`config.mk`:
```
export PLATFORM = sky130hd
export DESIGN_NAME = multi_ch_cmd_decoder_flat
export DESIGN_NICKNAME = d
export VERILOG_FILES = /design/src/rtl/multi_ch_cmd_decoder_pkg.sv /design/src/rtl/multi_ch_cmd_decoder_if.sv /design/src/rtl/multi_ch_cmd_decoder_gap_timer.sv /design/src/rtl/multi_ch_cmd_decoder.sv /design/src/flat_wrapper.sv
export SDC_FILE = /design/constraint.sdc
export NUM_CORES = 1
export LEC_CHECK = 0
export CAP_MARGIN = 20
export CORE_ASPECT_RATIO = 1.75
export CORE_MARGIN = 10
export CORE_UTILIZATION = 54
export DETAILED_ROUTE_END_ITERATION = 12
export PLACE_DENSITY = 0.88
export REMOVE_ABC_BUFFERS = 1
export SLEW_MARGIN = 20
export SYNTH_ARGS = -nofsm -noshare
export SYNTH_HDL_FRONTEND = slang
export SYNTH_SLANG_ARGS = --single-unit
```
`constraint.sdc`:
```
create_clock -name clk_i -period 19.25 [get_ports clk_i]
set_input_delay 3.85 -clock clk_i [delete_from_list [all_inputs] [get_ports clk_i]]
set_output_delay 3.85 -clock clk_i [all_outputs]
set_load 0.01 [all_outputs]
```
`src/rtl/multi_ch_cmd_decoder_pkg.sv`:
```
// Shared constants and types for the multi-channel command decoder.
// Command bytes, error codes, FSM states and the byte-count helper.
package cmd_decoder_pkg;

    localparam logic [7:0] CMD_DATA = 8'hA1;
    localparam logic [7:0] CMD_FREQ = 8'hA2;
    localparam logic [7:0] CMD_STOP = 8'hA3;

    typedef enum logic [2:0] {
        ERR_NONE       = 3'd0,
        ERR_BAD_CMD    = 3'd1,
        ERR_BAD_CHK    = 3'd2,
        ERR_BAD_CH     = 3'd3,
        ERR_BAD_PERIOD = 3'd4,
        ERR_TIMEOUT    = 3'd5
    } err_e;

    typedef enum logic [1:0] {
        ST_IDLE    = 2'd0,
        ST_PAYLOAD = 2'd1,
        ST_CHECK   = 2'd2
    } state_e;

    function automatic int pack_num(input int data_bit);
        return data_bit / 8;
    endfunction

    function automatic logic is_cmd(input logic [7:0] b);
        return (b == CMD_DATA) || (b == CMD_FREQ) || (b == CMD_STOP);
    endfunction

endpackage

```
`src/rtl/multi_ch_cmd_decoder_if.sv`:
```
// Byte stream from the UART receiver into the command decoder.
// The receiver drives the master side, the decoder listens on slave.
interface multi_ch_cmd_decoder_if;

    logic [7:0] data_i;
    logic       rx_done_tick_i;

    modport master (output data_i, rx_done_tick_i);
    modport slave  (input  data_i, rx_done_tick_i);

endinterface

```
`src/rtl/multi_ch_cmd_decoder_gap_timer.sv`:
```
// Inter-byte gap counter; saturates at TIMEOUT_CYC and flags it.
// Clear has priority over enable.
module gap_timer #(
    parameter int TIMEOUT_CYC = 10000
) (
    input  logic clk_i,
    input  logic rst_n,
    input  logic clr_i,
    input  logic en_i,
    output logic tc_o
);

    localparam int W = $clog2(TIMEOUT_CYC + 1);

    logic [W-1:0] cnt_q, cnt_d;

    assign tc_o = (cnt_q == W'(TIMEOUT_CYC));

    always_comb begin
        cnt_d = cnt_q;
        if (clr_i) begin
            cnt_d = '0;
        end else if (en_i && !tc_o) begin
            cnt_d = cnt_q + 1'b1;
        end
    end

    always_ff @(posedge clk_i or posedge rst_n) begin
        if (rst_n) begin
            cnt_q <= '0;
        end else begin
            cnt_q <= cnt_d;
        end
    end

endmodule

```
`src/rtl/multi_ch_cmd_decoder.sv`:
```
// Assembles UART bytes into DATA / FREQ / STOP_ALL packets, validates
// them and commits the fields to the pattern-generator outputs.
module multi_ch_cmd_decoder
    import cmd_decoder_pkg::*;
#(
    parameter int         DATA_BIT    = 32,
    parameter int         CH_NUM      = 16,
    parameter int         TIMEOUT_CYC = 10000,
    parameter logic [7:0] SLOW_RST    = 8'h14,
    parameter logic [7:0] FAST_RST    = 8'h05,
    localparam int        CH_W        = $clog2(CH_NUM)
) (
    input  logic                  clk_i,
    input  logic                  rst_n,
    multi_ch_cmd_decoder_if.slave rx_i,
    output logic [DATA_BIT-1:0]   output_pattern_o,
    output logic [DATA_BIT-1:0]   freq_pattern_o,
    output logic [CH_W-1:0]       sel_out_o,
    output logic                  mode_o,
    output logic                  start_o,
    output logic                  stop_o,
    output logic [7:0]            slow_period_o,
    output logic [7:0]            fast_period_o,
    output logic [7:0]            cmd_o,
    output logic                  done_tick_o,
    output logic                  err_tick_o,
    output logic [2:0]            err_code_o
);

    localparam int PACK_NUM = pack_num(DATA_BIT);
    localparam int CNT_W    = $clog2(PACK_NUM + 3);

    localparam logic [CNT_W-1:0] LEN_DATA = CNT_W'(PACK_NUM + 1);
    localparam logic [CNT_W-1:0] LEN_FREQ = CNT_W'(PACK_NUM + 2);
    localparam logic [CNT_W-1:0] IDX_AUX  = CNT_W'(PACK_NUM);
    localparam logic [CH_W-1:0]  SEL_STOP = CH_W'(CH_NUM - 1);

    logic       tick;
    logic [7:0] rx_byte;
    logic       tmo;
    logic       discard;
    logic       ch_ok;

    state_e state_q, state_d;

    logic [7:0]          cmd_q, cmd_d;
    logic [7:0]          xor_q, xor_d;
    logic [CNT_W-1:0]    cnt_q, cnt_d;
    logic [CNT_W-1:0]    plen;
    logic [DATA_BIT-1:0] pat_q, pat_d;
    // Control byte minus its reserved bit: {channel, mode, stop, start}
    logic [6:0]          ctrl_q, ctrl_d;
    logic [7:0]          slow_q, slow_d;
    logic [7:0]          fast_q, fast_d;

    logic [DATA_BIT-1:0] opat_q, opat_d;
    logic [DATA_BIT-1:0] fpat_q, fpat_d;
    logic [CH_W-1:0]     sel_q, sel_d;
    logic                mode_q, mode_d;
    logic                start_q, start_d;
    logic                stop_q, stop_d;
    logic [7:0]          slowp_q, slowp_d;
    logic [7:0]          fastp_q, fastp_d;
    logic [7:0]          cmdo_q, cmdo_d;
    logic                done_q, done_d;
    logic                err_q, err_d;
    err_e                ecode_q, ecode_d;

    assign tick    = rx_i.rx_done_tick_i;
    assign rx_byte = rx_i.data_i;
    assign ch_ok   = int'(ctrl_q[6:3]) < CH_NUM;

    gap_timer #(
        .TIMEOUT_CYC (TIMEOUT_CYC)
    ) u_gap (
        .clk_i (clk_i),
        .rst_n (rst_n),
        .clr_i (tick || (state_q == ST_IDLE)),
        .en_i  (state_q != ST_IDLE),
        .tc_o  (tmo)
    );

    always_comb begin
        plen = '0;
        unique case (1'b1)
            (cmd_q == CMD_DATA): plen = LEN_DATA;
            (cmd_q == CMD_FREQ): plen = LEN_FREQ;
            default:             plen = '0;
        endcase
    end

    always_ff @(posedge clk_i or posedge rst_n) begin
        if (rst_n) begin
            state_q <= ST_IDLE;
        end else begin
            state_q <= state_d;
        end
    end

    // A tick always wins over a timeout expiring on the same edge
    always_comb begin
        state_d = state_q;
        unique case (state_q)
            ST_IDLE: begin
                if (tick && is_cmd(rx_byte)) begin
                    state_d = (rx_byte == CMD_STOP) ? ST_CHECK
                                                    : ST_PAYLOAD;
                end
            end
            ST_PAYLOAD: begin
                if (tick) begin
                    if (cnt_q == plen - CNT_W'(1)) state_d = ST_CHECK;
                end else if (tmo) begin
                    state_d = ST_IDLE;
                end
            end
            ST_CHECK: begin
                if (tick || tmo) state_d = ST_IDLE;
            end
            default: state_d = ST_IDLE;
        endcase
    end

    always_comb begin
        cmd_d   = cmd_q;
        xor_d   = xor_q;
        cnt_d   = cnt_q;
        pat_d   = pat_q;
        ctrl_d  = ctrl_q;
        slow_d  = slow_q;
        fast_d  = fast_q;
        opat_d  = opat_q;
        fpat_d  = fpat_q;
        sel_d   = sel_q;
        mode_d  = mode_q;
        slowp_d = slowp_q;
        fastp_d = fastp_q;
        cmdo_d  = cmdo_q;
        ecode_d = ecode_q;
        start_d = 1'b0;
        stop_d  = 1'b0;
        done_d  = 1'b0;
        err_d   = 1'b0;
        discard = 1'b0;
        unique case (state_q)
            ST_IDLE: begin
                if (tick) begin
                    if (is_cmd(rx_byte)) begin
                        cmd_d   = rx_byte;
                        xor_d   = rx_byte;
                        cnt_d   = '0;
                        discard = 1'b1;
                    end else begin
                        err_d   = 1'b1;
                        ecode_d = ERR_BAD_CMD;
                    end
                end
            end
            ST_PAYLOAD: begin
                if (tick) begin
                    xor_d = xor_q ^ rx_byte;
                    cnt_d = cnt_q + 1'b1;
                    if (cnt_q < IDX_AUX) begin
                        pat_d = (pat_q >> 8)
                              | (DATA_BIT'(rx_byte) << (DATA_BIT - 8));
                    end else if (cnt_q == IDX_AUX) begin
                        if (cmd_q == CMD_DATA) begin
                            ctrl_d = {rx_byte[7:4], rx_byte[2:0]};
                        end else begin
                            slow_d = rx_byte;
                        end
                    end else begin
                        fast_d = rx_byte;
                    end
                end else if (tmo) begin
                    err_d   = 1'b1;
                    ecode_d = ERR_TIMEOUT;
                    discard = 1'b1;
                end
            end
            ST_CHECK: begin
                if (tick) begin
                    discard = 1'b1;
                    if (rx_byte != xor_q) begin
                        err_d   = 1'b1;
                        ecode_d = ERR_BAD_CHK;
                    end else if (cmd_q == CMD_DATA && !ch_ok) begin
                        err_d   = 1'b1;
                        ecode_d = ERR_BAD_CH;
                    end else if (cmd_q == CMD_FREQ &&
                                 (slow_q == '0 || fast_q == '0)) begin
                        err_d   = 1'b1;
                        ecode_d = ERR_BAD_PERIOD;
                    end else begin
                        done_d = 1'b1;
                        cmdo_d = cmd_q;
                        unique case (1'b1)
                            (cmd_q == CMD_DATA): begin
                                opat_d  = pat_q;
                                sel_d   = ctrl_q[3 +: CH_W];
                                mode_d  = ctrl_q[2];
                                stop_d  = ctrl_q[1];
                                start_d = ctrl_q[0] & ~ctrl_q[1];
                            end
                            (cmd_q == CMD_FREQ): begin
                                fpat_d  = pat_q;
                                slowp_d = slow_q;
                                fastp_d = fast_q;
                            end
                            default: begin
                                stop_d = 1'b1;
                                sel_d  = SEL_STOP;
                            end
                        endcase
                    end
                end else if (tmo) begin
                    err_d   = 1'b1;
                    ecode_d = ERR_TIMEOUT;
                    discard = 1'b1;
                end
            end
            default: ;
        endcase
        if (discard) begin
            pat_d  = '0;
            ctrl_d = '0;
            slow_d = '0;
            fast_d = '0;
        end
    end

    always_ff @(posedge clk_i or posedge rst_n) begin
        if (rst_n) begin
            cmd_q   <= '0;
            xor_q   <= '0;
            cnt_q   <= '0;
            pat_q   <= '0;
            ctrl_q  <= '0;
            slow_q  <= '0;
            fast_q  <= '0;
            opat_q  <= '0;
            fpat_q  <= '0;
            sel_q   <= '0;
            mode_q  <= 1'b0;
            start_q <= 1'b0;
            stop_q  <= 1'b0;
            slowp_q <= SLOW_RST;
            fastp_q <= FAST_RST;
            cmdo_q  <= '0;
            done_q  <= 1'b0;
            err_q   <= 1'b0;
            ecode_q <= ERR_NONE;
        end else begin
            cmd_q   <= cmd_d;
            xor_q   <= xor_d;
            cnt_q   <= cnt_d;
            pat_q   <= pat_d;
            ctrl_q  <= ctrl_d;
            slow_q  <= slow_d;
            fast_q  <= fast_d;
            opat_q  <= opat_d;
            fpat_q  <= fpat_d;
            sel_q   <= sel_d;
            mode_q  <= mode_d;
            start_q <= start_d;
            stop_q  <= stop_d;
            slowp_q <= slowp_d;
            fastp_q <= fastp_d;
            cmdo_q  <= cmdo_d;
            done_q  <= done_d;
            err_q   <= err_d;
            ecode_q <= ecode_d;
        end
    end

    assign output_pattern_o = opat_q;
    assign freq_pattern_o   = fpat_q;
    assign sel_out_o        = sel_q;
    assign mode_o           = mode_q;
    assign start_o          = start_q;
    assign stop_o           = stop_q;
    assign slow_period_o    = slowp_q;
    assign fast_period_o    = fastp_q;
    assign cmd_o            = cmdo_q;
    assign done_tick_o      = done_q;
    assign err_tick_o       = err_q;
    assign err_code_o       = ecode_q;

endmodule
```
`src/flat_wrapper.sv`:
```
// flat-port wrapper written by rule: the top's interface ports become plain ports
module multi_ch_cmd_decoder_flat import cmd_decoder_pkg::*;
#(
    parameter int         DATA_BIT    = 32,
    parameter int         CH_NUM      = 16,
    parameter int         TIMEOUT_CYC = 10000,
    parameter logic [7:0] SLOW_RST    = 8'h14,
    parameter logic [7:0] FAST_RST    = 8'h05,
    localparam int        CH_W        = $clog2(CH_NUM)
)
  (clk_i, rst_n, output_pattern_o, freq_pattern_o, sel_out_o, mode_o, start_o, stop_o, slow_period_o, fast_period_o, cmd_o, done_tick_o, err_tick_o, err_code_o, rx_i_data_i, rx_i_rx_done_tick_i);
  multi_ch_cmd_decoder_if rx_i_i ();
  input  logic clk_i;
  input  logic rst_n;
  output logic [DATA_BIT-1:0] output_pattern_o;
  output logic [DATA_BIT-1:0] freq_pattern_o;
  output logic [CH_W-1:0] sel_out_o;
  output logic mode_o;
  output logic start_o;
  output logic stop_o;
  output logic [7:0] slow_period_o;
  output logic [7:0] fast_period_o;
  output logic [7:0] cmd_o;
  output logic done_tick_o;
  output logic err_tick_o;
  output logic [2:0] err_code_o;
  input wire logic [$bits(rx_i_i.data_i)-1:0] rx_i_data_i;
  input wire logic [$bits(rx_i_i.rx_done_tick_i)-1:0] rx_i_rx_done_tick_i;
  assign rx_i_i.data_i = rx_i_data_i;
  assign rx_i_i.rx_done_tick_i = rx_i_rx_done_tick_i;
  multi_ch_cmd_decoder #(.DATA_BIT(DATA_BIT), .CH_NUM(CH_NUM), .TIMEOUT_CYC(TIMEOUT_CYC), .SLOW_RST(SLOW_RST), .FAST_RST(FAST_RST)) u_core (.clk_i(clk_i), .rst_n(rst_n), .rx_i(rx_i_i), .output_pattern_o(output_pattern_o), .freq_pattern_o(freq_pattern_o), .sel_out_o(sel_out_o), .mode_o(mode_o), .start_o(start_o), .stop_o(stop_o), .slow_period_o(slow_period_o), .fast_period_o(fast_period_o), .cmd_o(cmd_o), .done_tick_o(done_tick_o), .err_tick_o(err_tick_o), .err_code_o(err_code_o));
endmodule
```
# Word level (Yosys, flattened, before mapping)
# Cells that the tools add are included.
# Widths: inputs -> output; s select.
word_totals:
  ff_bits: 190
  word_cells: 163
op_classes:
  addsub: 3
  order_cmp: 1
  eq_ne: 24
  muxes: 74
  bitwise_logic: 7
  reduce_logical: 33
op_table:
  columns: ["cell", "n"]
  rows:
  - ["$mux 32", 4]
  - ["$mux 8", 14]
  - ["$mux 7", 6]
  - ["$eq 8x8->1 const B", 5]
  - ["$or 24x32->32", 1]
  - ["$mux 3", 10]
  - ["$reduce_and 5->1", 6]
  - ["$mux 14", 2]
  - ["$mux 1", 23]
  - ["$logic_not 8->1", 2]
  - ["$pmux 8 s2", 1]
  - ["$reduce_and 4->1", 4]
  - ["$reduce_bool 2->1", 8]
  - ["$add 14x1->14 const B", 1]
  - ["$eq 14x14->1 const B", 1]
  - ["$mux 2", 6]
  - ["$ne 2x2->1 const B", 6]
  - ["$pmux 3 s2", 2]
  - ["$pmux 3 s3", 1]
  - ["$ne 2x1->1 const B", 4]
  - ["$ne 8x8->1", 1]
  - ["$pmux 4 s2", 1]
  - ["$xor 8x8->8", 1]
  - ["$ne 3x2->1 const B", 2]
  - ["other kinds (19)", 30]

# Logic depth before layout (Yosys ltp)
# Gate-level depths: netlist (run 1).
logic_depth:
  depth_word: 8
  mapped_depth: 10
  mapped_depth_nobuf: 8

# Modules after synthesis
# A second synthesis (run 1) with hierarchy kept.
hier_totals:
  hier_cells: 718
  area_unflattened_um2: 8360.5
by_module_without_submodules:
  columns: ["module", "n_inst", "cells_per_inst", "area_per_inst_um2", "seq_area_each_um2"]
  rows:
  - ["multi_ch_cmd_decoder", 1, 625, 7504.7, 4409.2]
  - ["gap_timer", 1, 93, 855.8, 350.3]

# Least setup slack after synthesis (run 1)
# OpenSTA, ideal clock, no wires.
synth_timing:
  kind: "in2reg"
  startpoint: "input port rx_i_data_i[4]"
  endpoint: "register u_core.mode_q, in the netlist u_core.mode_o"
  t_arrival_ns: 5.832
  required_ns: 19.125
  setup_slack_ns: 13.293
  path_stages: 9
  path_buffers: 3
  cell_sequence: "buf_2 -> xnor2_1 -> nand2_1 -> or4b_1 -> or3_4 -> buf_6 -> nor2_8 -> buf_12 -> mux2_4"
synth_via:
  elab_chain_cells: 3
synth_rtl:
  columns: ["item", "line_no", "source"]
  rows:
  - ["start, declared", "flat_wrapper.sv:27", "input wire logic [$bits(rx_i_i.data_i)-1:0] rx_i_data_i;"]
  - ["$ne 8x8->1", "multi_ch_cmd_decoder.sv:184", "if (rx_byte != xor_q) begin"]
  - ["$not 1->1 (no line)", null, null]
  - ["$reduce_and 5->1 (no line)", null, null]
  - ["end signal, assigned", "multi_ch_cmd_decoder.sv:264", "mode_q <= mode_d;"]
  - ["end, declared", "multi_ch_cmd_decoder.sv:59", "logic mode_q, mode_d;"]
# Every way passes these cells.
# A chain may end at the register's enable or synchronous reset.

# Worst setup path in the final report (run 1)
layout_timing:
  startpoint: "input port rx_i_data_i[0]"
  endpoint: "register u_core.fastp_q[7], in the netlist u_core.fast_period_o[7]"
layout_via:
  elab_chain_cells: 3
layout_rtl:
  columns: ["item", "line_no", "source"]
  rows:
  - ["$ne 8x8->1", "multi_ch_cmd_decoder.sv:184", null]
  - ["$not 1->1 (no line)", null, null]
  - ["$reduce_and 5->1 (no line)", null, null]
  - ["end signal, assigned", "multi_ch_cmd_decoder.sv:268", "fastp_q <= fastp_d;"]
  - ["end, declared", "multi_ch_cmd_decoder.sv:63", "logic [7:0] fastp_q, fastp_d;"]
# Every way passes these cells.

==> results of run 1 <==
[power by group through the flow]
stage	registers, mW	logic (mW)	clock network [mW]
CTS	0.502	0.184	0.338
global route	0.510	0.204	0.353
detailed placement	0.509	0.181	0
floorplan	0.492	0.134	0
global placement	0.503	0.174	0
finish	0.504	0.184	0.334
[flip-flops by register name (all words and copies together) (netlist names)]
register / count
u_core.state_q: 2
u_core.err_tick_o: 1
u_core.output_pattern_o: 32
u_core.slow_q: 8
u_core.ctrl_q: 7
u_core.cnt_q: 3
u_core.stop_o: 1
u_core.mode_o: 1
u_core.cmd_q: 8
u_core.cmd_o: 8
u_core.err_code_o: 3
u_core.fast_period_o: 8
u_core.pat_q: 32
u_core.slow_period_o: 8
u_core.xor_q: 8
u_core.u_gap.cnt_q: 14
u_core.start_o: 1
u_core.done_tick_o: 1
u_core.sel_out_o: 4
u_core.fast_q: 8
u_core.freq_pattern_o: 32
[cell type report]
cell class / instances / area, um^2 / share of cell area, %
Multi-Input combinational cell: 373 / 3090 / 31.3
Timing Repair Buffer: 116 / 1170 / 11.8
Sequential cell: 190 / 4760 / 48.3
Tap cell: 183 / 229 / 2.32
Clock inverter: 12 / 110 / 1.12
Inverter: 13 / 53.8 / 0.546
Clock buffer: 20 / 447 / 4.53
[worst register-to-register path: cells and delay by family (launching register included)]
| family | cells | cell delay (ps) |
|---|---|---|
| AOI/OAI and AO/OA | 2 | 450 |
| and+or+nand+nor | 2 | 1040 |
| adders and majority gates | 1 | 540 |
| xor gates and xnor gates | 1 | 180 |
| muxes | 1 | 370 |
| DFF | 1 | 400 |
[layer usage]
layer / GRT usage, % / vias up / wire (um)
met3: 4.43 / 39 / 1070
li1: - / 2371 / -
met2: 33.7 / 176 / 10500
met4: 8.10 / 0 / 520
met1: 20.6 / 2781 / 7410
met5: 0 / - / 0
[logic make-up (layout without fill, tap and decap cells)]
logic type,after synthesis,after routing
compound gates,102,102
flops,190,190
fa+ha+maj,9,9
simple gates,140,140
xor+xnor,29,29
mux,93,93
buf+inv,45,161
[cell usage after synthesis (all sizes together) (2+ instances only)]
cell    number
nor4b        3
ha           9
nand4        4
clkbuf      14
nand3       10
nand2b       4
nand4b       2
dfstp        4
inv         13
nor4         6
and2         2
a21oi       15
and4         2
nor2        37
and3         3
or3          5
mux2        92
buf         18
xor2        17
o21ai       11
xnor2       12
nand2       41
a31oi        2
or2          6
dfrtp      186
a211oi       3
nor2b        8
a22o        57
a32oi        2
[metrics by stage]
| step | setup slack (ps) | total power [mW] | utilization [%] |
|---|---|---|---|
| 3_3_place_gp | 12160 | 0.678 | 62.5 |
| 3_5_place_dp | 12090 | 0.690 | 62.5 |
| 4_1_cts | 12530 | 1.02 | 66.2 |
| 2_1_floorplan | 10240 | 0.626 | - |
| 6_report | 12500 | 1.02 | 66.4 |
| 5_1_grt | 12390 | 1.07 | 66.4 |
[placed cells by master, fill, tap and decap left out, types with 4 or more instances in the layout]
cell             synthesis  final
nand2b_1                 4      4
dfstp_2                  4      4
mux2_2                  42     42
clkdlybuf4s50_1          0    110
a21oi_1                 15     15
xnor2_1                 11     11
or2_2                    5      5
ha_1                     9      9
mux2_4                  30     30
mux2_1                  20     20
xor2_1                  17     17
buf_4                    2      5
clkinvlp_4               0      4
nor4_1                   6      6
nand2_1                 41     41
nand4_1                  4      4
a22o_1                  57     57
dfrtp_1                186    186
clkbuf_16                0     17
inv_1                   13     12
nor2b_1                  8      8
nor2_1                  35     35
o21ai_0                  8      8
or3_1                    4      4
nand3_1                 10     10
inv_6                    0      4
[path summary, 6_finish.rpt]
kind / to / slack [ps]
max reg2reg: u_core.state_q[1] / 16170
max: u_core.fast_period_o[7] / 12500
min reg2reg: u_core.freq_pattern_o[13] / 490
min in group asynchronous: u_core.cmd_o[2] / 3820
max in group asynchronous: u_core.slow_q[3] / 13790
min: u_core.freq_pattern_o[13] / 490
==> metrics, run 1 <==
routability cong. 0.861; core area 14800 um^2; Hold Buf Count CTS 0; HP Class flop to flop; CP top delay family buffers and inverters; Final Slew Violations 0; mux cell area share after synthesis ~14%; Layout Nets about 730; Total GRT Usage a little under a fifth; period utilization approximately a third; FFs w/ async S/R, synth 100%; RSZ-0062 raised after global routing no; CTS sink cnt 190; Post-DRT Antenna Nets 0; worst reg2reg path depth 7; critical path peak fanout 48; total wire length just under 20000 um; Slew @ Worst Pin approximately 970 ps; TNS Setup 0 ps; TritonCTS clock tree yes; fmax 148 MHz; Max Buffers Root-to-Sink 2; Fin. Hold Viols 0; DR iter-0 viols approximately 310; VDD IR-drop max approximately 0.073 mV; post-layout min period 6750 ps; initial antenna violation count 0; number of synthesis warnings 0; DR DRC count 0; Hold Startpoint u_core.freq_pattern_o[13]; Post-Syn Area 8120 um^2; root buffer cell clkbuf_16; Die H 182 um; post-synthesis area per instance around 13 um^2; Post-CTS Resized 0; pwr dens 104 nW/um^2; crit-path max cell delay ~840 ps; Inserted Clock Buffers 17; Leakage 4.57 nW; RR Startpoint u_core.cmd_q[2]; Die Area approximately 20000 um^2; vias per inst 5.92; IO Count roughly 110; Unique masters post-synth 63; Critical Path RT roughly 20000 ps; fraction of power consumed by sequential logic 49.3%; CP endpoint kind flop; largest family of logic cells by synthesized area multiplexers; Internal between 0.7 and 0.8 mW; Layout Area Growth over Synthesis 21.4%; fin area ~9900 um^2; CP arrival between 7000 and 8000 ps; fill count 1056; IO Port Bufs 110; HPWL after detailed placement between 10000 and 15000 um; first-pass GRT wire length roughly 31000 um; Crit. Startpoint rx_i_data_i[0]; pin count of the biggest net entering global routing between 100 and 150; Compound-Gate Fraction of Synth Area 9.68%; Hold Path Depth 1; max_cap viols 0; Setup Skew between 15 and 20 ps; share of the synthesized area in the top cell type a little under three fifths; post-synth top area cell dfrtp_1; vias in the first global route 5794; Gate power share around 18%; layout cells sized above 1 17.7%; startpoint types input port; DR WL/cell 21.5 um; ys flop type dfrtp_1; synthesized-area fraction occupied by adder cells ~1.4%; critical path depth 8; clock power share approximately a third; fin cells between 900 and 1000; Die X 113 um; xor/xnor share of the synthesized area 3.22%; total gr overflow 0; Post-DP Area 9270 um^2; Crit Path Category input port to flop; DP Cell Count just under 900; register area share after synthesis between 50% and 60%; Net Sw Power 0.306 mW; Critical-path top delay cell clkdlybuf4s50_1; Initial Utilization between 50% and 60%; post-synthesis instance total roughly 610; status complete, no violations; sw frac between 20% and 30%; H-tree lvl count 4; post-CTS setup buffer count 0; clock transition at the registers of the reported paths 70 ps; synthesis-stage register bit count 190; CP bufs+invs 2; diode count 0; row cnt between 50 and 60; final hold slack between 400 and 500 ps; top post-synthesis cells by area dfrtp_1, a22o_1, mux2_2; Final Setup Violations 0; 1st-pass router iterations 5; worst-path cell chain clkdlybuf4s50_1 > xnor2_2 > nand3_1 > or4b_1 > or3_4 > nor2_4 > buf_4 > mux2_2; Rel. slew slack 34.9%; Post-Synth Simple-Gate Area under 10%; worst skew pair latency ~430 ps; total number of vias ~5400; number of synthesized flops with an enable pin 0
Power figures use the tool's default switching activity.
==> run 2, diff against run 1 <==
==> constraint.sdc (replaced) <==
create_clock -name clk_i -period 6.4 [get_ports clk_i]
set_input_delay 1.28 -clock clk_i [delete_from_list [all_inputs] [get_ports clk_i]]
set_output_delay 1.28 -clock clk_i [all_outputs]
set_load 0.01 [all_outputs]
==> metrics, run 2 (synthesis results as in run 1) <==
status complete, no violations (unchanged); Slew @ Worst Pin 969 ps (was 968 ps); pwr dens 315 nW/um^2 (was 104 nW/um^2); Post-DRT Antenna Nets 0 (unchanged); Fin. Hold Viols 0 (unchanged); Setup Skew 11.4 ps (was 16.9 ps); Hold Path Depth 1 (unchanged); pin count of the biggest net entering global routing 97 (was 118); Post-CTS Resized 0 (unchanged); Rel. slew slack 35.2% (was 34.9%); fmax around 220 MHz; vias in the first global route 5590 (was 5794); CP arrival 4860 ps (was 7050 ps); initial antenna violation count 0 (unchanged); Crit Path Category input port to flop (unchanged); period utilization 71.2%; post-layout util 66.6% (was 66.4%); fill count 1053 (was 1056); Final Setup Violations 0 (unchanged); Total GRT Usage 18.4% (was 18.9%); IO Count 111 (unchanged); TNS Setup 0 ps (unchanged); Max Buffers Root-to-Sink 2 (unchanged); final hold slack 495 ps (was 489 ps); Inserted Clock Buffers 17 (unchanged); CP endpoint kind flop (unchanged); root buffer cell clkbuf_16 (unchanged); diode count 0 (unchanged); RSZ-0062 raised after global routing no (unchanged); Initial Utilization 54.7% (unchanged); Die X 113 um (unchanged); startpoint types input port (unchanged); Die H 182 um (unchanged); HP Class flop to flop (unchanged); worst skew pair latency 430 ps (about the same); vias per inst 5.77 (was 5.92); Die Area 20500 um^2 (unchanged); Hold Startpoint u_core.freq_pattern_o[4] (was u_core.freq_pattern_o[13]); total gr overflow 0 (unchanged); fin area 9880 um^2 (was 9850 um^2); 1st-pass router iterations 5 (unchanged); post-layout min period ~4600 ps; first-pass GRT wire length 30600 um (was 31400 um); Layout Nets 732 (was 731); CTS sink cnt 190 (unchanged); clock transition at the registers of the reported paths 70 ps (about the same); row cnt 59 (unchanged); layout cells sized above 1 18.2% (was 17.7%); total number of vias 5242 (was 5367); core area 14800 um^2 (unchanged); H-tree lvl count 4 (unchanged); HPWL after detailed placement 13500 um (was 13300 um); VDD IR-drop max 0.195 mV (was 0.0728 mV); Layout Area Growth over Synthesis 21.7% (was 21.4%); WHS Endpoint u_core.freq_pattern_o[4] (was u_core.freq_pattern_o[13]); DR iter-0 viols 350 (was 311); max_cap viols 0 (unchanged); commonest non-fill, non-tap cell in the layout dfrtp_1 (unchanged); Final Slew Violations 0 (unchanged); DR DRC count 0 (unchanged); routability cong. 0.920 (was 0.861); TritonCTS clock tree yes (unchanged); Post-DP Area 9280 um^2 (was 9270 um^2); RR Startpoint u_core.xor_q[4] (was u_core.cmd_q[2]); Worst R2R End u_core.freq_pattern_o[23] (was u_core.state_q[1]); critical path peak fanout 34 (was 48); DR WL/cell 20.8 um (was 21.5 um); total wire length 18900 um (was 19500 um); IO Port Bufs 110 (unchanged); R2R setup slack 3030 ps (was 16170 ps); Hold Buf Count CTS 0 (unchanged); Leakage 4.58 nW (was 4.57 nW); post-CTS setup buffer count 0 (unchanged); most frequent cells in the layout dfrtp_1, clkdlybuf4s50_1, a22o_1, mux2_2, nand2_1 (unchanged); Critical Path RT 6700 ps (was 19550 ps); worst reg2reg path depth 7 (unchanged)
==> run 2: changes by cell type in the layout (fill, tap and decap cells not counted) <==
cell	delta
buf_16	-1
buf_4	+2
inv_6	+2
clkinv_8	+1
clkinvlp_4	+1
clkbuf_1	-2
nor4_1	-1
clkinv_2	-3
inv_8	+2
nor4_2	+1
clkinv_4	-1
==> run 2: routing by layer <==
metal,up-vias,routed length [um],global-route usage (%)
li1,2374,-,-
met1,2657,7250,20.5
met2,176,10300,32.8
met3,35,924,4.20
met4,0,461,7.39
met5,-,0,0
==> run 2: critical path, cell delays in order <==
cell	delay, ps
clkdlybuf4s50_1	780
xnor2_2	180
nand3_1	90
or4b_1	540
or3_4	510
nor2_4	770
buf_4	320
mux2_2	370
==> run 2: worst max path at each step <==
stage	end	slack [ps]	from	depth (start not counted)
detailed placement	u_core.freq_pattern_o[13]	1430	rx_i_data_i[0]	8
global placement	u_core.freq_pattern_o[31]	1490	rx_i_data_i[0]	8
global route	u_core.freq_pattern_o[13]	1660	rx_i_data_i[6]	8
floorplan	u_core.cmd_o[0]	-40	rst_n	1
CTS	u_core.freq_pattern_o[23]	1850	rx_i_data_i[0]	8
finish	u_core.freq_pattern_o[23]	1840	rx_i_data_i[0]	8
==> run 2: report_power, final <==
group          leakage [nW]  switching (mW)  internal [mW]
Clock                 0.273           0.481          0.562
Sequential             2.59           0.168           1.35
Combinational          1.71           0.299          0.248
==> run 2: final cells by class <==
| class | instances | area, um^2 | area share (%) |
|---|---|---|---|
| Sequential cell | 190 | 4760 | 48.2 |
| Multi-Input combinational cell | 373 | 3090 | 31.3 |
| Timing Repair Buffer | 117 | 1150 | 11.7 |
| Clock buffer | 18 | 439 | 4.45 |
| Tap cell | 183 | 229 | 2.32 |
| Clock inverter | 14 | 150 | 1.52 |
| Inverter | 13 | 53.8 | 0.545 |
==> run 2: per-stage QoR <==
stage | instances | total power [mW] | setup slack [ps]
after floorplan | 576 | 1.88 | -43.9
after global placement | 876 | 2.05 | 1490
after detailed placement | 876 | 2.08 | 1430
after CTS | 908 | 3.12 | 1850
after global routing | 908 | 3.25 | 1660
final | 908 | 3.11 | 1840
==> run 3, diff against run 2 <==
--- a/config.mk
+++ b/config.mk
@@ -8,9 +8,9 @@
 export CAP_MARGIN = 20
 export CORE_ASPECT_RATIO = 1.75
 export CORE_MARGIN = 10
-export CORE_UTILIZATION = 54
+export CORE_UTILIZATION = 49
 export DETAILED_ROUTE_END_ITERATION = 12
-export PLACE_DENSITY = 0.88
+export PLACE_DENSITY = 0.84
 export REMOVE_ABC_BUFFERS = 1
 export SLEW_MARGIN = 20
 export SYNTH_ARGS = -nofsm -noshare
==> constraint.sdc (replaced) <==
create_clock -name clk_i -period 3.95 [get_ports clk_i]
set_input_delay 0.79 -clock clk_i [delete_from_list [all_inputs] [get_ports clk_i]]
set_output_delay 0.79 -clock clk_i [all_outputs]
set_load 0.01 [all_outputs]
==> metrics, run 3 (synthesis results as in run 1) <==
Total GRT Usage 17.4% (was 18.4%); fin area 10000 um^2 (was 9880 um^2); total power 5.00 mW (was 3.11 mW); IO Port Bufs 110 (unchanged); H-tree lvl count 4 (unchanged); worst reg2reg path depth 7 (unchanged); HP Class flop to flop (unchanged); met3 WL 1090 um (was 924 um); critical path peak fanout 32 (was 34); CP endpoint kind flop (unchanged); Post-CTS Resized 0 (unchanged); pwr dens 499 nW/um^2 (was 315 nW/um^2); Critical Path RT 4260 ps (was 6700 ps); Post-DRT Antenna Nets 0 (unchanged); Final Slew Violations 0 (unchanged); Rel. slew slack 41.0% (was 35.2%); Reg area 4760 um^2 (unchanged); Hold Buf Count CTS 0 (unchanged); total wire length 19000 um (was 18900 um); routability cong. 0.885 (was 0.920); period utilization 83.2%; area of the multi-input gates 3090 um^2 (about the same); DR WL met2 9980 um (was 10300 um); fill count 1237 (was 1053); clock transition at the registers of the reported paths 70 ps (about the same); pin count of the biggest net entering global routing 95 (was 97); Initial Utilization 49.6% (was 54.7%); diode count 0 (unchanged); Layout Area Growth over Synthesis 23.6% (was 21.7%); Leakage 4.63 nW (was 4.58 nW); Crit Path Category input port to flop (unchanged); Crit. Startpoint rx_i_data_i[4] (was rx_i_data_i[0]); post-layout min period around 3300 ps; VDD IR-drop max 0.315 mV (was 0.195 mV); max_cap viols 0 (unchanged); layout cells sized above 1 19.0% (was 18.2%); first-pass GRT wire length 30200 um (was 30600 um); RSZ-0062 raised after global routing no (unchanged); row cnt 62 (was 59); post-CTS setup buffer count 0 (unchanged); RR Startpoint u_core.cmd_q[2] (was u_core.xor_q[4]); fmax just over 300 MHz; Die H 190 um (was 182 um); Inserted Clock Buffers 17 (unchanged); Worst R2R End u_core.state_q[1] (was u_core.freq_pattern_o[23]); total number of vias 5345 (was 5242); 1st-pass router iterations 5 (unchanged); root buffer cell clkbuf_16 (unchanged); Hold Startpoint u_core.freq_pattern_o[5] (was u_core.freq_pattern_o[4]); CTS sink cnt 190 (unchanged); HPWL after detailed placement 13700 um (was 13500 um); vias per inst 5.57 (was 5.77); most frequent cells in the layout dfrtp_1, clkdlybuf4s50_1, a22o_1, mux2_2, nand2_1 (unchanged); Die X 117 um (was 113 um); Post-DP Area 9450 um^2 (was 9280 um^2); DR top layer met4 (unchanged); initial antenna violation count 0 (unchanged); status complete, no violations (unchanged); Slew @ Worst Pin 882 ps (was 969 ps); R2R setup slack 1010 ps (was 3030 ps); total gr overflow 0 (unchanged); DR iter-0 viols 283 (was 350); startpoint types input port (unchanged); Layout Nets 742 (was 732); CP arrival 3590 ps (was 4860 ps); vias in the first global route 5591 (was 5590); IO Count 111 (unchanged); Die Area 22300 um^2 (was 20500 um^2); core area 16400 um^2 (was 14800 um^2); TNS Setup 0 ps (unchanged); wl on met1 7200 um (was 7250 um); commonest non-fill, non-tap cell in the layout dfrtp_1 (unchanged); worst skew pair latency 430 ps (about the same); Setup Skew 14.2 ps (was 11.4 ps); Final Setup Violations 0 (unchanged); Critical Path End u_core.pat_q[25] (was u_core.freq_pattern_o[23]); DR DRC count 0 (unchanged); Max Buffers Root-to-Sink 2 (unchanged); DR WL/cell 19.9 um (was 20.8 um); Fin. Hold Viols 0 (unchanged); TritonCTS clock tree yes (unchanged)
## run 3: worst max-delay path: stages
cell             delay, ps
clkdlybuf4s50_1        450
buf_4                  200
and4bb_2               360
nand3_1                220
o22ai_1                600
a221o_1                370
nor3_4                  40
buf_4                  260
a22o_1                 280
## run 3: how the worst min path moves through the flow
stage	end	cells after the start
2_1_floorplan	u_core.cmd_q[5]	1
3_3_place_gp	u_core.cmd_q[5]	1
3_5_place_dp	u_core.freq_pattern_o[9]	1
4_1_cts	u_core.freq_pattern_o[9]	1
5_1_grt	u_core.freq_pattern_o[14]	1
6_report	u_core.freq_pattern_o[5]	1
## run 3: metrics by stage
| stage | std cells | hold WS (ps) | worst slack (ps) | util, % |
|---|---|---|---|---|
| after detailed placement | 927 | 477 | 272 | 57.8 |
| after floorplan | 576 | 450 | -2000 | - |
| after global placement | 927 | 467 | 381 | 57.8 |
| final | 959 | 485 | 662 | 61.3 |
| after global routing | 959 | 501 | 569 | 61.3 |
| after CTS | 959 | 492 | 714 | 61.3 |
## run 3: cell type report
| class | instances | share of cell area [%] |
|---|---|---|
| well taps | 224 | 2.80 |
| repair buffers | 127 | 12.6 |
| clock inverters | 13 | 1.30 |
| flip-flops and latches | 190 | 47.5 |
| multi-input cells | 373 | 30.9 |
| inverters | 13 | 0.537 |
| clock buffers | 19 | 4.42 |
## run 3: routing by layer
layer	vias up	GRT usage (%)
met5	-	0
met3	48	4.03
met4	0	8.64
li1	2394	-
met2	190	29.7
met1	2713	19.7
## run 3: where the power goes
group / internal, mW / total (mW) / switching [mW]
registers: 2.20 / 2.45 / 0.256
logic: 0.408 / 0.900 / 0.492
clock network: 0.900 / 1.65 / 0.748
total: 3.50 / 5.00 / 1.50
